$ cat src/rtl/wb_port_arbiter.sv
// wb_port_arbiter: shares one register-file write port between the WB stage and a 2-entry multi-cycle result buffer
module wb_port_arbiter #(
  parameter int STARVE_LIMIT = 4
) (
  input  logic        clk,
  input  logic        rst_n,
  input  logic        wb_we,
  input  logic [4:0]  wb_reg,
  input  logic [31:0] wb_data,
  input  logic        mc_valid,
  input  logic [4:0]  mc_reg,
  input  logic [31:0] mc_data,
  output logic        mc_ready,
  input  logic [4:0]  rd_a,
  input  logic [4:0]  rd_b,
  output logic        hazard,
  output logic        rf_we,
  output logic [4:0]  rf_reg,
  output logic [31:0] rf_data,
  output logic        stall
);
  logic        r_valid [2];
  logic        r_kill  [2];
  logic [4:0]  r_reg   [2];
  logic [31:0] r_data  [2];
  logic        r_wp;
  logic        r_rp;
  logic [1:0]  r_cnt;
  logic [3:0]  r_starve;
  logic        r_stall;
  logic        w_ready;
  logic        w_grant;
  logic        w_deq;
  logic        w_enq;
  logic        w_starved;
  logic        w_head_we;
  logic        w_hazard;

  // WB wins the port unless stalled; the buffer head drains whenever WB does not take it
  always_comb begin
    w_ready   = r_cnt < 2'd2;
    w_grant   = !r_stall && wb_we && wb_reg != 5'd0;
    w_deq     = !w_grant && r_cnt != 2'd0;
    w_enq     = mc_valid && w_ready;
    w_starved = w_grant && r_cnt != 2'd0;
    w_head_we = !r_kill[r_rp] && r_reg[r_rp] != 5'd0;
  end

  // hazard looks only at stored, still-live entries; the incoming result is not yet visible
  always_comb begin
    w_hazard = 1'b0;
    for (int i = 0; i < 2; i++)
      w_hazard = w_hazard | (r_valid[i] && !r_kill[i] &&
                 ((rd_a != 5'd0 && rd_a == r_reg[i]) || (rd_b != 5'd0 && rd_b == r_reg[i])));
  end

  // outputs are forced quiet while reset is asserted, independent of the inputs
  always_comb begin
    mc_ready = rst_n && w_ready;
    hazard   = rst_n && w_hazard;
    rf_we    = rst_n && (w_grant || (w_deq && w_head_we));
    rf_reg   = !rst_n ? 5'd0  : w_grant ? wb_reg  : w_deq ? r_reg[r_rp]  : 5'd0;
    rf_data  = !rst_n ? 32'd0 : w_grant ? wb_data : w_deq ? r_data[r_rp] : 32'd0;
    stall    = r_stall;
  end

  // FIFO storage, WAW kill marking, starvation counting and the one-cycle stall pulse
  always_ff @(posedge clk or negedge rst_n) begin
    if (!rst_n) begin
      for (int i = 0; i < 2; i++) begin
        r_valid[i] <= 1'b0;
        r_kill[i]  <= 1'b0;
        r_reg[i]   <= 5'd0;
        r_data[i]  <= 32'd0;
      end
      r_wp     <= 1'b0;
      r_rp     <= 1'b0;
      r_cnt    <= 2'd0;
      r_starve <= 4'd0;
      r_stall  <= 1'b0;
    end else begin
      for (int i = 0; i < 2; i++)
        if (w_grant && r_valid[i] && r_reg[i] == wb_reg) r_kill[i] <= 1'b1;
      if (w_deq) begin
        r_valid[r_rp] <= 1'b0;
        r_kill[r_rp]  <= 1'b0;
        r_rp          <= ~r_rp;
      end
      if (w_enq) begin
        r_valid[r_wp] <= 1'b1;
        r_kill[r_wp]  <= w_grant && wb_reg == mc_reg;
        r_reg[r_wp]   <= mc_reg;
        r_data[r_wp]  <= mc_data;
        r_wp          <= ~r_wp;
      end
      r_cnt    <= r_cnt + {1'b0, w_enq} - {1'b0, w_deq};
      r_starve <= w_starved ? r_starve + 4'd1 : 4'd0;
      r_stall  <= w_starved && r_starve == 4'(STARVE_LIMIT - 1);
    end
  end
endmodule

$ cat config.mk
export PLATFORM = sky130hd
export DESIGN_NAME = wb_port_arbiter
export DESIGN_NICKNAME = d
export VERILOG_FILES = /design/src/rtl/wb_port_arbiter.sv
export SDC_FILE = /design/constraint.sdc
export NUM_CORES = 1
export LEC_CHECK = 0
export ABC_CLOCK_PERIOD_IN_PS = 2400
export BUFFER_PORTS_ARGS = -buffer_cell sky130_fd_sc_hd__buf_2
export CAP_MARGIN = 15
export CORE_MARGIN = 3
export CORE_UTILIZATION = 48
export CTS_CLUSTER_SIZE = 28
export DETAILED_ROUTE_END_ITERATION = 7
export PLACE_DENSITY_LB_ADDON = 0.1
export SLEW_MARGIN = 10
export SYNTH_ARGS = -nofsm -noshare
export SYNTH_HDL_FRONTEND = slang
export SYNTH_SLANG_ARGS = --single-unit
$ cat constraint.sdc
create_clock -name clk -period 2.4 [get_ports clk]
set_clock_uncertainty 0.2 [all_clocks]
set_input_delay 0.48 -clock clk [delete_from_list [all_inputs] [get_ports clk]]
set_output_delay 0.48 -clock clk [all_outputs]
set_load 0.02 [all_outputs]
==> results of run 1 <==
==> kinds of logic after synthesis <==
group | Yosys count
muxes | 112
adders and majority gates | 3
DFF | 87
buffers and inverters | 31
and+or+nand+nor | 116
xor gates and xnor gates | 39
AOI/OAI and AO/OA | 50
==> worst min-delay path by stage <==
stage | slack [ps] | startpoint | cells after the start | endpoint
finish | 110 | rst_n | 3 | r_starve[3]$_DFF_PN0_
global route | 140 | rst_n | 3 | r_starve[3]$_DFF_PN0_
CTS | 130 | rst_n | 3 | r_starve[3]$_DFF_PN0_
detailed placement | 140 | rst_n | 1 | r_kill[1]$_DFF_PN0_
global placement | 140 | rst_n | 1 | r_kill[1]$_DFF_PN0_
floorplan | -20 | rst_n | 0 | r_cnt[0]$_DFF_PN0_
==> final cells by class <==
type / instances / area, um^2
clock inverters: 4 / 72.57
well taps: 129 / 161.4
inverters: 2 / 7.507
repair buffers: 177 / 1386
fillers: 695 / 2570
multi-input cells: 321 / 2997
clock buffers: 10 / 127.6
flip-flops and latches: 87 / 2181
==> cells in the mapped netlist (all sizes together) <==
master	n
a21o	1
a21oi	33
a22o	2
a22oi	4
a31oi	3
and2	1
and3	1
and4	1
buf	10
clkbuf	19
dfrtp	87
ha	3
inv	2
mux2	78
mux2i	34
nand2	10
nand2b	1
nand3	3
nand3b	2
nand4	2
nor2	11
nor2b	38
nor3	36
nor4	5
nor4b	1
o21a	2
o21ai	3
o31ai	1
o32ai	1
or2	1
or3	1
or4	2
xnor2	15
xor2	24
==> layer usage <==
metal / track usage (%) / vias up / share of wire, % / wire [um]
li1: - / 1867 / - / -
met1: 28.61 / 1995 / 42 / 5539
met2: 39.14 / 119 / 51 / 6731
met3: 5.100 / 22 / 5.5 / 731
met4: 7.031 / 2 / 1.9 / 248
met5: 0 / - / 0.098 / 13
==> where the power goes <==
group	total [mW]	switching [mW]	internal, mW
logic	4.31	2.08	2.23
clock network	1.06	0.491	0.574
registers	2.67	0.480	2.19
total	8.05	3.05	5.00
==> metrics by stage <==
stage          cell area [um^2]  util, %  setup WS (ps)
6_report                   6933    72.96         -388.0
5_1_grt                    6933    72.96         -458.1
4_1_cts                    6610    69.56         -370.0
3_5_place_dp               5958    62.70         -521.8
3_3_place_gp               5958    62.70         -505.6
2_1_floorplan              4937        -         -135.3
==> worst max-delay path: stages <==
cell	delay, ps
buf_6	90
or4_4	540
o21a_4	300
clkbuf_16	200
nor3_2	170
a21oi_1	70
nor2b_2	100
buf_4	140
==> what timing repair did <==
item,4_1_cts,5_1_grt
cloned,1,3
gates resized for setup,88,55
setup endpoints to repair,40,40
endpoints found under the hold margin,5,0
pin swaps,10,13
buffers inserted,7,2
hold buffers,3,0
==> summary.md, run 1 <==
| Metric | Value |
|---|---|
| Status | `finished, violations left` |
| Failing checks | `negative setup slack` |
| Initial antenna violation count | `1` |
| RSZ-0062 raised after global routing | `true` |
| Remaining global-route overflow | `0` |
| Power, Total | `8.045 mW` |
| Worst Reg-to-Reg Cells | `10` |
| Total GRT Usage | `about 23%` |
| Kind of start point of the critical path | `input port` |
| Vias in the first global route | `approximately 4200` |
| # setup viols final | `41` |
| Most frequent cells in the layout | `buf_2 (86), dfrtp_1 (84), mux2_2 (75)` |
| Critical path required time | `~1700 ps` |
| Area leader, netlist | `dfrtp_1` |
| Yosys warns | `0` |
| CP startpoint | `wb_reg[3]` |
| Final Hold Violating Endpoints | `0` |
| Synth Instances | `438` |
| Die H | `106.3 um` |
| Final worst-path cycle share | `116.2%` |
| Area of the mapped netlist | `between 4000 and 5000 um^2` |
| Slew margin rel. | `between 60 and 70%` |
| Post-Synth Simple-Gate Area | `13.20%` |
| Non-filler cells in the finished layout | `730` |
| Max VDD drop | `560.9 uV` |
| # diodes | `0` |
| Hold_ws | `109.6 ps` |
| Net Count, Synth | `~530` |
| Starting density of the core | `50.78%` |
| Hpwl dp | `around 8600 um` |
| Top cell type's share of synthesized area | `a little under half` |
| Xor/xnor share of the synthesized area | `7.078%` |
| CP Capture Type | `output port` |
| Sequential area share after synthesis | `between 40% and 50%` |
| Final wirelength | `approximately 13000 um` |
| Max Freq | `between 300 and 400 MHz` |
| Multiplexer share of the synthesized area | `25.25%` |
| Final TNS setup | `-13390 ps` |
| Final setup margin | `-388.0 ps` |
| Complex-gate fraction of the synthesized area | `5.911%` |
| Clk root buf | `clkbuf_8` |
| Worst-Margin Slew | `roughly 490 ps` |
| Routed WL per cell | `between 15 and 20 um` |
| # clock sinks | `just under 90` |
| Final ANT Viol Nets | `0` |
| Inst Count DP | `700` |
| Via count | `4005` |
| H-Tree Level Count | `3` |
| Final slew viol count | `0` |
| Power Dens Cells | `around 1200 nW/um^2` |
| Core area | `around 9500 um^2` |
| Crit Reg-Reg Startpoint | `r_cnt[1]$_DFF_PN0_` |
| Vias/cell | `roughly 5.5` |
| Largest net degree at the start of global routing | `38` |
| RR Endpoint | `r_cnt[1]$_DFF_PN0_` |
| Area delta synth->final | `43.66%` |
| Cell Rows | `35` |
| Synth Register Bits | `87` |
| TritonCTS buffer count | `9` |
| Clk Latency, worst-skew pair | `around 350 ps` |
| Clock-pin slew on the worst setup and hold paths | `90 ps` |
| Syn_area_per_cell | `11.02 um^2` |
| Global-route wire length before repair | `approximately 21000 um` |
| Io pins | `about 130` |
| Die extent in x | `106.3 um` |
| R2R Setup Slk | `-40 ps` |
| Proportion of layout cells with a drive suffix above 1 | `61.23%` |
| Main combinational cell family by area after synthesis | `multiplexers` |
| # nets final | `689` |
| Leakage | `3.085 nW` |
| Largest register FFs | `64` |
| DRC viols | `0` |
| Crit path max fanout | `10` |
| Worst hold path class | `input port to async pin` |
| GP Congestion | `0.9117` |
| Crit path DAT | `2110 ps` |
| DR iter-0 viols | `149` |
| Die area | `11290 um^2` |
| Commonest non-fill, non-tap cell in the layout | `buf_2` |
| CTS tree | `yes` |
| Setup CP Type | `input port to output port` |
| IO Port Bufs | `128` |
| Synth area leaders | `dfrtp_1 (45%), mux2_2 (18%), mux2i_1 (7.1%)` |
| Cell variety after synth | `37` |
| Max Cap Violations | `0` |
| Adder-cell share of the synthesized area | `0.7778%` |
| Clk buf depth | `2` |
| Tmin final | `between 2000 and 3000 ps` |
| First-pass detailed-route iteration total | `4` |
| Critical path destination | `rf_data[6]` |
Note: power is estimated with default switching activity, not from simulation.
==> run 2: changes to the inputs <==
PLACE_DENSITY = 0.75   (was unset)
PLACE_DENSITY_LB_ADDON = unset   (was 0.1)
SLEW_MARGIN = unset   (was 10)
==> summary.md, run 2 (synthesized netlist as in run 1, its figures left out) <==
| Metric | Value |
|---|---|
| RSZ-0062 raised after global routing | `true` |
| Psw | `approximately 3.2 mW` |
| R2R Setup Slk | `-70 ps` |
| Area delta synth->final | `46.38%` |
| Max VDD drop | `602.9 uV` |
| RR Endpoint | `r_cnt[1]$_DFF_PN0_` |
| Proportion of layout cells with a drive suffix above 1 | `62.79%` |
| Global-route wire length before repair | `roughly 21000 um` |
| Dpl cell area | `roughly 6000 um^2` |
| CTS tree | `yes` |
| Routed WL per cell | `roughly 19 um` |
| Core area | `9503 um^2` |
| Total GRT Usage | `23.50%` |
| TritonCTS buffer count | `9` |
| Clk buf depth | `2` |
| Leakage | `approximately 3.1 nW` |
| Vias/cell | `approximately 5.6` |
| Final worst-path cycle share | `117.8%` |
| Max Freq | `between 300 and 400 MHz` |
| Crit Reg-Reg Startpoint | `stall$_DFF_PN0_` |
| Commonest non-fill, non-tap cell in the layout | `buf_2` |
| Starting density of the core | `between 50 and 60%` |
| Clk Latency, worst-skew pair | `about 360 ps` |
| Via count | `between 4000 and 5000` |
| Worst Reg-to-Reg Cells | `12` |
| Failing checks | `negative setup slack` |
| Die extent in x | `roughly 110 um` |
| Clock share of power | `a little over an eighth` |
| Die H | `106.3 um` |
| # diodes | `0` |
| CP Buf/Inv Count | `3` |
| Cell Int Power | `approximately 5.0 mW` |
| Final ANT Viol Nets | `0` |
| Multi-input gate area | `~3000 um^2` |
| Delay-heaviest family, CP | `simple AND/OR/NAND/NOR gates` |
| Levels on crit path | `8` |
| FF+latch area | `approximately 2200 um^2` |
| Worst path cell trace | `buf_6, or4_4, o21a_4, buf_16, nor3_4, a21oi_2, nor2b_2, buf_6` |
| Setup WS pre-CTS | `-467.3 ps` |
| # nets final | `690` |
| Seq pwr share | `33.0%` |
| Die area | `approximately 11000 um^2` |
| Crit path largest cell delay | `560 ps` |
| Post-route cell area | `7064 um^2` |
| Final setup margin | `-426.6 ps` |
| Final slew viol count | `0` |
| Power Dens Cells | `1157 nW/um^2` |
| GP Congestion | `a little under 0.9` |
| DRC viols | `0` |
| Largest net degree at the start of global routing | `38` |
| Worst hold path class | `input port to async pin` |
| Critical path destination | `rf_data[27]` |
| Remaining global-route overflow | `0` |
| Most frequent cells in the layout | `buf_2 (86), dfrtp_1 (84), mux2_2 (78)` |
| CP startpoint | `wb_reg[3]` |
| Hpwl dp | `about 8400 um` |
| First-pass detailed-route iteration total | `4` |
| IO Port Bufs | `between 100 and 150` |
| Io pins | `around 130` |
| Worst-Margin Slew | `436.9 ps` |
| Power, Total | `~8 mW` |
| Crit path max fanout | `17` |
| Number of fill cells in the layout | `649` |
| Cell Rows | `35` |
| CP Capture Type | `output port` |
| Slowest stage cell, crit path | `or4_4` |
| Cell mode on critical path | `buf_6` |
| Sw frac | `around two fifths` |
| Comb pwr share | `between 50% and 60%` |
| Final Hold Violating Endpoints | `0` |
| Clock-pin slew on the worst setup and hold paths | `approximately 90 ps` |
| Initial antenna violation count | `1` |
| # clock sinks | `a little under 90` |
| Status | `finished, violations left` |
| DR iter-0 viols | `between 150 and 200` |
| # setup viols final | `between 40 and 50` |
| Setup CP Type | `input port to output port` |
| Final wirelength | `around 14000 um` |
| Crit path DAT | `2150 ps` |
| Max Cap Violations | `0` |
| Slew margin rel. | `~71%` |
| Largest register FFs | `64` |
| Kind of start point of the critical path | `input port` |
| H-Tree Level Count | `3` |
| Vias in the first global route | `roughly 4400` |
| Clk root buf | `clkbuf_8` |
| Critical path required time | `~1700 ps` |
| Tmin final | `2827 ps` |
## run 2: cell count changes in the layout (fill, tap and decap cells not counted), sizes merged
cell / previous run / this run
clkbuf: 12 / 14
dlygate4sd3: 2 / 1
## run 2: worst min-delay path by stage
stage,end,from,cells past startpoint
6_report,r_data[34]$_DFFE_PN0P_,rst_n,2
5_1_grt,r_data[34]$_DFFE_PN0P_,rst_n,2
4_1_cts,r_data[34]$_DFFE_PN0P_,rst_n,2
3_5_place_dp,r_data[27]$_DFFE_PN0P_,rst_n,1
3_3_place_gp,r_data[27]$_DFFE_PN0P_,rst_n,1
2_1_floorplan,r_cnt[0]$_DFF_PN0_,rst_n,0
## run 2: final cells by class
type | instances | share of cell area [%]
Inverter | 2 | 0.1063
Clock buffer | 10 | 1.807
Tap cell | 129 | 2.285
Timing Repair Buffer | 178 | 20.23
Clock inverter | 4 | 1.027
Multi-Input combinational cell | 321 | 43.68
Sequential cell | 87 | 30.87
## run 2: through the flow
| stage | setup TNS, ps | hold slack (ps) | instances | util, % |
|---|---|---|---|---|
| global placement | -16040 | 193.5 | 703 | 62.94 |
| detailed placement | -16090 | 203.2 | 703 | 62.94 |
| floorplan | -4412 | -15.59 | 438 | - |
| CTS | -12300 | 45.82 | 723 | 70.72 |
| global route | -16290 | 47.08 | 731 | 74.34 |
| finish | -14630 | 49.87 | 731 | 74.34 |
## run 2: power groups by stage
stage                     logic (mW)  clock network [mW]  registers (mW)
after detailed placement        3.45                   0            2.69
final                           4.38                1.09            2.69
after global routing            4.73                1.18            2.78
after CTS                       4.02                1.09            2.67
after floorplan                 2.51                   0            2.56
after global placement          3.37                   0            2.64
## run 2: what timing repair did
| item | 4_1_cts | 5_1_grt |
|---|---|---|
| gates cloned | 1 | 5 |
| endpoints found under the setup margin | 40 | 41 |
| hold endpoints to repair | 5 | 0 |
| hold buffers | 1 | 0 |
| gates resized for setup | 117 | 49 |
| buffers inserted | 5 | 6 |
| pin swaps | 11 | 15 |
## run 2: layer usage
metal	vias to the layer above	track usage, %	part of all wire, %
li1	1873	-	-
met1	2071	29.00	42
met2	123	40.36	51
met3	27	4.493	4.6
met4	2	9.621	2.3
met5	-	0	0.051
==> run 3: changes to the inputs <==
ABC_AREA = 1   (was unset)
PLACE_DENSITY = 0.74   (was 0.75)
==> summary.md, run 3 <==
| Metric | Value |
|---|---|
| Cell Int Power | `between 4 and 5 mW` |
| Sw frac | `between 40% and 50%` |
| # setup viols final | `2` |
| Max Freq | `between 400 and 500 MHz` |
| RR Endpoint | `r_cnt[1]$_DFF_PN0_` |
| Most frequent cells in the layout | `nand2_1 (288), buf_2 (95), dfrtp_1 (83)` |
| RSZ-0062 raised after global routing | `true` |
| Clk Latency, worst-skew pair | `about 360 ps` |
| Slew margin rel. | `around half` |
| CP Capture Type | `output port` |
| Hpwl dp | `around 9500 um` |
| Vias in the first global route | `between 4000 and 5000` |
| Crit path DAT | `around 1800 ps` |
| Io pins | `approximately 130` |
| Final wirelength | `around 14000 um` |
| Crit Reg-Reg Startpoint | `stall$_DFF_PN0_` |
| Synth Register Bits | `87` |
| Post-synth ARST share | `100.0%` |
| Leakage | `approximately 3.5 nW` |
| Proportion of layout cells with a drive suffix above 1 | `between 20 and 30%` |
| # nets final | `roughly 940` |
| Clk root buf | `clkbuf_8` |
| Cell variety after synth | `27` |
| Starting density of the core | `50.35%` |
| Status | `finished, violations left` |
| Final ANT Viol Nets | `0` |
| Global-route wire length before repair | `~22000 um` |
| Max VDD drop | `between 400 and 500 uV` |
| Remaining global-route overflow | `0` |
| Hold Path Depth | `3` |
| CP startpoint | `stall$_DFF_PN0_` |
| Commonest cells in the netlist | `nand2_1 (315), dfrtp_1 (87), inv_1 (61)` |
| Die area | `roughly 12000 um^2` |
| Yosys warns | `0` |
| Core area | `approximately 10000 um^2` |
| DRC viols | `0` |
| Syn_area_per_cell | `7.020 um^2` |
| Clk buf depth | `2` |
| H-Tree Level Count | `3` |
| Final slew viol count | `0` |
| R2R Setup Slk | `420 ps` |
| Cell Rows | `36` |
| Die extent in x | `between 100 and 150 um` |
| Worst hold path class | `input port to register` |
| Kind of start point of the critical path | `register` |
| Seq pwr share | `a little over a third` |
| Setup CP Type | `register to output port` |
| TritonCTS buffer count | `9` |
| # diodes | `0` |
| Setup WS pre-CTS | `a little under 40 ps` |
| Clock share of power | `~14%` |
| Crit path max fanout | `9` |
| Via count | `around 5000` |
| Routed WL per cell | `between 10 and 15 um` |
| Area delta synth->final | `30.15%` |
| Dpl cell area | `5846 um^2` |
| Power Dens Cells | `~1100 nW/um^2` |
| GP Congestion | `between 0.8 and 0.9` |
| Synth Instances | `just over 700` |
| Commonest non-fill, non-tap cell in the layout | `nand2_1` |
| Total GRT Usage | `23.05%` |
| Number of fill cells in the layout | `900` |
| Most frequent cell after synthesis | `nand2_1` |
| Largest register FFs | `64` |
| Critical path destination | `rf_data[14]` |
| Net Count, Synth | `between 800 and 900` |
| Tmin final | `~2400 ps` |
| Worst Reg-to-Reg Cells | `9` |
| Area of the mapped netlist | `5012 um^2` |
| Largest net degree at the start of global routing | `60` |
| Worst-Margin Slew | `750.6 ps` |
| Die H | `108.2 um` |
| Synth area leaders | `dfrtp_1 (43%), nand2_1 (24%), inv_1 (4.6%)` |
| Most used DFF post-synth | `dfrtp_1` |
| Comb pwr share | `49.6%` |
| Failing checks | `negative setup slack` |
| Max Cap Violations | `0` |
| Area leader, netlist | `dfrtp_1` |
| Psw | `3.137 mW` |
| Post-synth EDFFs | `0` |
| Post-route cell area | `6524 um^2` |
| Vias/cell | `roughly 5` |
| Final setup margin | `-30.09 ps` |
| Final worst-path cycle share | `101.3%` |
| First-pass detailed-route iteration total | `5` |
| Initial antenna violation count | `0` |
| DR iter-0 viols | `313` |
| IO Port Bufs | `around 130` |
| Final Hold Violating Endpoints | `0` |
| Top cell type's share of synthesized area | `between 40% and 50%` |
| # clock sinks | `87` |
| Clock-pin slew on the worst setup and hold paths | `90 ps` |
| Sequential area share after synthesis | `43.43%` |
| CTS tree | `yes` |
| Critical path required time | `1720 ps` |
==> run 3: worst min path at each step <==
stage / slack [ps] / to / from
floorplan: -20 / r_cnt[0]$_DFF_PN0_ / rst_n
global placement: 250 / r_starve[0]$_DFF_PN0_ / r_starve[0]$_DFF_PN0_
detailed placement: 250 / stall$_DFF_PN0_ / r_starve[3]$_DFF_PN0_
CTS: 150 / r_data[17]$_DFFE_PN0P_ / mc_data[17]
global route: 160 / r_data[50]$_DFFE_PN0P_ / mc_data[18]
finish: 160 / r_data[2]$_DFFE_PN0P_ / mc_data[2]
==> run 3: cells by family after synthesis <==
kind of cell | synth area share [%]
xor+xnor | 4.543
compound gates | 12.31
buf+inv | 10.16
flops | 43.43
fa+ha+maj | 0.7490
simple gates | 28.81
==> run 3: final cells by class <==
cell class                 instances  area, um^2  area share (%)
multi-input combinational        519        2502           38.36
sequential                        87        2182           33.45
timing repair buffer             166        1191           18.26
inverter                          68       275.3           4.219
tap                              133       166.4           2.551
clock buffer                      10       127.6           1.956
clock inverter                     6       70.07           1.074
timing repair inverter             1       8.758          0.1343
==> run 3: critical path, cell delays in order (launching register included) <==
cell      delay [ps]
dfrtp_1          410
nor2_4           160
nand2_4          120
nand2_8          120
clkinv_8          80
buf_12           150
nand2_1           90
a21oi_1           80
buf_4            160
==> run 3: per-stage QoR <==
step	utilization [%]	power (mW)	std cells	hold WS [ps]	TNS [ps]
3_3_place_gp	58.72	5.533	958	246.7	0
5_1_grt	65.54	7.821	990	162.0	-1842
6_report	65.54	7.240	990	163.0	-49.39
2_1_floorplan	-	4.725	714	-15.59	0
3_5_place_dp	58.72	5.661	958	254.2	0
4_1_cts	61.32	6.784	977	146.2	0
==> run 3: power by group through the flow <==
stage | Sequential (mW) | Combinational (mW) | Clock, mW
finish | 2.60 | 3.59 | 1.05
global route | 2.67 | 4.03 | 1.12
CTS | 2.59 | 3.13 | 1.07
detailed placement | 2.61 | 3.05 | 0
global placement | 2.58 | 2.96 | 0
floorplan | 2.46 | 2.27 | 0
==> run 3: timing repair <==
action | 4_1_cts | 5_1_grt
resized for setup | 16 | 98
pin swaps | 1 | 15
endpoints found under the hold margin | 28 | 0
gates cloned | 0 | 4
setup endpoints to repair | 39 | 36
buffers inserted | 2 | 9
hold buffers | 1 | 0
==> run 3: layer usage <==
layer / GRT usage (%) / vias to the layer above / share of wire (%) / routed length [um]
li1: - / 2471 / - / -
met1: 30.30 / 2329 / 44 / 6087
met2: 38.50 / 167 / 49 / 6729
met3: 3.343 / 23 / 5.3 / 733
met4: 9.017 / 0 / 2.1 / 287
met5: 0 / - / 0 / 0
